[src/rtl/psg_env_gen.sv]
// PSG envelope generator: steps a 2^ENV_W ramp on each sampled rising edge of the
// envelope-period divider output, shaped by the latched CONT/ATT/ALT/HOLD bits.
module psg_env_gen #(
  parameter int ENV_W = 5
) (
  input  logic             clk,
  input  logic             rst_n,
  input  logic             cen,
  input  logic             div_in,
  input  logic [3:0]       shape,
  input  logic             restart,
  output logic [ENV_W-1:0] env,
  output logic             held
);

  typedef enum logic {RUN, HOLD} state_t;

  localparam logic [ENV_W-1:0] CNT_MAX = {ENV_W{1'b1}};

  state_t           state, state_nx;
  logic [ENV_W-1:0] cnt, cnt_nx;
  logic             inv, inv_nx;
  logic             div_l, div_l_nx;
  // ATT only matters at restart (it seeds inv), so only CONT/ALT/HOLD are kept.
  logic [2:0]       shape_r, shape_r_nx;
  logic [ENV_W-1:0] hold_val, hold_val_nx;
  logic [ENV_W-1:0] env_nx;
  logic             held_nx;
  logic             step;

  assign step = cen & div_in & ~div_l;

  always_ff @(posedge clk or negedge rst_n) begin
    if (!rst_n) begin
      state    <= HOLD;
      cnt      <= '0;
      inv      <= 1'b0;
      div_l    <= 1'b0;
      shape_r  <= '0;
      hold_val <= '0;
      env      <= '0;
      held     <= 1'b1;
    end else begin
      state    <= state_nx;
      cnt      <= cnt_nx;
      inv      <= inv_nx;
      div_l    <= div_l_nx;
      shape_r  <= shape_r_nx;
      hold_val <= hold_val_nx;
      env      <= env_nx;
      held     <= held_nx;
    end
  end

  always_comb begin
    state_nx    = state;
    cnt_nx      = cnt;
    inv_nx      = inv;
    div_l_nx    = cen ? div_in : div_l;
    shape_r_nx  = shape_r;
    hold_val_nx = hold_val;

    if (restart) begin
      shape_r_nx = {shape[3], shape[1], shape[0]};
      cnt_nx     = '0;
      inv_nx     = ~shape[2];
      state_nx   = RUN;
    end else if (step && state == RUN) begin
      // End of ramp is detected explicitly; the counter is never allowed to wrap.
      if (cnt != CNT_MAX) begin
        cnt_nx = cnt + ENV_W'(1);
      end else if (!shape_r[2]) begin
        state_nx    = HOLD;
        hold_val_nx = '0;
      end else if (shape_r[0]) begin
        state_nx    = HOLD;
        hold_val_nx = (cnt ^ {ENV_W{inv}}) ^ {ENV_W{shape_r[1]}};
      end else if (shape_r[1]) begin
        cnt_nx = '0;
        inv_nx = ~inv;
      end else begin
        cnt_nx = '0;
      end
    end

    env_nx  = (state_nx == HOLD) ? hold_val_nx : (cnt_nx ^ {ENV_W{inv_nx}});
    held_nx = (state_nx == HOLD);
  end

endmodule
[config.mk]
export PLATFORM = sky130hd
export DESIGN_NAME = psg_env_gen
export DESIGN_NICKNAME = d
export VERILOG_FILES = /design/src/rtl/psg_env_gen.sv
export SDC_FILE = /design/constraint.sdc
export NUM_CORES = 1
export LEC_CHECK = 0
export BUFFER_PORTS_ARGS = -buffer_cell sky130_fd_sc_hd__buf_2
export CORE_MARGIN = 2
export CORE_UTILIZATION = 35
export CTS_BUF_LIST = sky130_fd_sc_hd__clkbuf_8
export CTS_CLUSTER_SIZE = 10
export DETAILED_ROUTE_END_ITERATION = 7
export GPL_TIMING_DRIVEN = 0
export SLEW_MARGIN = 0
export SYNTH_ARGS = -nofsm -noshare
export SYNTH_HDL_FRONTEND = slang
export SYNTH_SLANG_ARGS = --single-unit
[constraint.sdc]
create_clock -name clk -period 2.6 [get_ports clk]
set_input_delay 0.26 -clock clk [delete_from_list [all_inputs] [get_ports clk]]
set_output_delay 0.26 -clock clk [all_outputs]
set_load 0.05 [all_outputs]
==> flow_summary.yaml <==
timing:
  worst_pin_slew_ns: 0.4706
  post-route-min-period_ns: 2.391
  grt_setup_unrepaired: "false"
  setup_tns_ns: 0
  period_share_pct: 91.94
  relSlewSlack_pct: 68.63
  setup_viol: 0
  skew_ns: 0.002807
  slew_violations: 0
  hold_viol: 0
  hold_ws_ns: 0.2279
  fmax_ghz: 0.4183
logic_synthesis:
  synth.most_common_cell: "dfrtp_1"
  synth-seq-cells: 21
  syn_nets: 119
  ys_types: 39
  syn_inst: 107
  ys_async_sr_fraction_pct: 100.0
  netlist.area_leader.share_pct: 44.00
  synth_top_cells_by_count: "20 x dfrtp_1, 9 x nor2_1, 7 x nand2_1"
  synth_area_per_cell_um2: 10.63
  ys_seq_area_share_pct: 46.31
  synth_top_area_cell: "dfrtp_1"
  yosys-top-cells-area: "dfrtp_1 44%, xnor2_1 4.6%, mux2_2 4.0%, ha_1 3.3%, nor2_1 3.0%"
  syn-cell-area_um2: 1137
  yosysWarnings: 0
  ys.flop_type: "dfrtp_1"
  synth_edf_count: 0
critical_path:
  critPathKind: "register to register"
  cp-start-kind: "register"
  reg2reg_depth: 8
  crit_path_max_incr_delay_ns: 0.43
  cp_common_cell: "ha_1"
  slowest_stage: "dfrtp_1"
  path_buf_inv: 0
  crit_chain: "ha_1, and3_1, ha_1, nand4b_1, o21a_1, o31a_1, xor2_1, mux2_4"
  critical_path.top_delay_family: "compound AO/OA/AOI/OAI gates"
  worstPathMaxFanout: 6
  cp-end-kind: "register"
  worst_ep_required_time_ns: 2.75
  cp_num_cells: 8
  arrival_ns: 2.54
floorplan:
  fp.dieH_um: 61.01
  die_area_um2: 3722
  io_pins: 15
  start_util_pct: 36.95
  num_rows: 20
  core_um2: 3078
  die_w_um: 61.01
route:
  drcViolationCount: 0
  vias: 850
  drtIter0Drc: 20
  ant_nets: 0
  wl_um: 2274
  viasPerCell: 5.030
  drt-pass1-iter-count: 4
  wire_per_inst_um: 13.46
clock_network:
  post_cts_resized: 0
  cts_max_path_buffers: 2
  cts_made_buffers: 3
  clock_latency_ns: 0.26
  cts_tree: "done"
  post_cts_buffers: 0
  cts.sinks: 21
  cts_hold_buf: 1
  clk_pin_slew_ns: 0.07
  htreeDepth: 1
  cts-root-buf: "clkbuf_8"
final_layout:
  nNetsFinal: 138
  n_fill_cell: 290
  syn2layout_area_growth_pct: 15.40
  drive_gt1_share_pct: 21.60
  diodes: 0
grt:
  grt_max_degree: 22
  antenna_found_initial: 0
  grt_usage_pct: 14.38
  grt_overflow: 0
  grt_pass1_vias: 846
  grt_pass1_wl_um: 3781
power:
  power_switching_share_pct: 28.61
  p_int_mw: 0.4971
  p_seq_share_pct: 51.0
  clkPwrFrac_pct: 30.3
  p_switching_mw: 0.1992
  leakage_nw: 0.5942
  powerDensity_nw_per_um2: 530.5
  p_comb_share_pct: 18.7
  vdd_drop_max_v: 0.0002006
job:
  maxCapViolations: 0
status:
  outcome: "finished, final reports clean"
placed_design:
  io_buffers: 13
  place.gp.congestion: 0.8270
  place_hpwl_um: 1620
worst_hold_path:
  hold_depth: 2
  hp-class: "input port to register"
[layout by cell type, fill, tap and decap left out, types with 2 or more instances in the layout]
| cell | count |
|---|---|
| nand2_1 | 7 |
| nand2b_1 | 5 |
| clkbuf_8 | 3 |
| xnor2_1 | 6 |
| a31oi_1 | 4 |
| clkbuf_1 | 2 |
| a21o_1 | 2 |
| mux2_2 | 4 |
| a21oi_1 | 3 |
| o21ai_0 | 5 |
| ha_1 | 3 |
| nor3_1 | 3 |
| nor2_1 | 9 |
| a221o_1 | 3 |
| and2_1 | 4 |
| and3_1 | 2 |
| buf_2 | 15 |
| inv_1 | 2 |
| dfrtp_1 | 20 |
| a22oi_1 | 2 |
[cells by family after synthesis]
group	count (synthesis)	synth area share (%)
and+or+nand+nor	40	21.34
xor gates and xnor gates	8	6.821
muxes	5	5.280
buffers and inverters	6	2.200
AOI/OAI and AO/OA	24	14.74
DFF	21	46.32
adders and majority gates	3	3.301
[flip-flops by register name (all words and copies together) (netlist names)]
signal	cells
env	5
div_l	1
hold_val	5
inv	1
cnt	5
state	1
shape_r	3
[final timing paths]
path	startpoint	to	slack [ns]
max	cnt[0]	env[2]	0.21
min	shape[0]	shape_r[0]	0.23
max reg2reg	cnt[0]	env[2]	0.21
min reg2reg	hold_val[2]	hold_val[2]	0.52
max in group asynchronous	rst_n	state	1.77
min in group asynchronous	rst_n	shape_r[0]	0.48
[cell type report]
type	instances	area (µm²)	area share [%]
tap	44	55.05	4.194
inverter	2	7.507	0.5720
clock buffer	3	41.29	3.146
multi-input combinational	80	585.6	44.61
buffer	4	17.52	1.335
clock inverter	1	3.754	0.2860
sequential	21	526.8	40.13
timing repair buffer	14	75.07	5.720
[per-layer routing]
metal  wire, µm  vias up  global-route usage (%)
li1           -      419                       -
met1       1075      408                   17.48
met2       1077       18                   23.04
met3         68        5                   2.559
met4         53        0                   9.938
met5          0        -                       0
[power groups by stage]
stage,clock network [mW],logic (mW),registers [mW]
floorplan,0,0.0661,0.390
global placement,0,0.129,0.361
detailed placement,0,0.131,0.362
CTS,0.221,0.132,0.355
global route,0.238,0.143,0.358
finish,0.211,0.130,0.355
[worst reg2reg max path, stage by stage (launching register included)]
cell and delay, ns:
dfrtp_1 0.43, ha_1 0.21, and3_1 0.20, ha_1 0.28, nand4b_1 0.15, o21a_1 0.22, o31a_1 0.36, xor2_1 0.18
mux2_4 0.26
[through the flow]
stage | std cells | utilization (%) | area [µm²] | total power [mW] | setup WS (ns)
floorplan | 107 | - | 1137 | 0.4561 | 0.4556
global placement | 164 | 40.85 | 1257 | 0.4906 | 0.1976
detailed placement | 164 | 40.85 | 1257 | 0.4921 | 0.1998
CTS | 169 | 42.64 | 1313 | 0.7087 | 0.1944
global route | 169 | 42.64 | 1313 | 0.7384 | 0.03602
finish | 169 | 42.64 | 1313 | 0.6963 | 0.2095
Power figures use the tool's default switching activity.
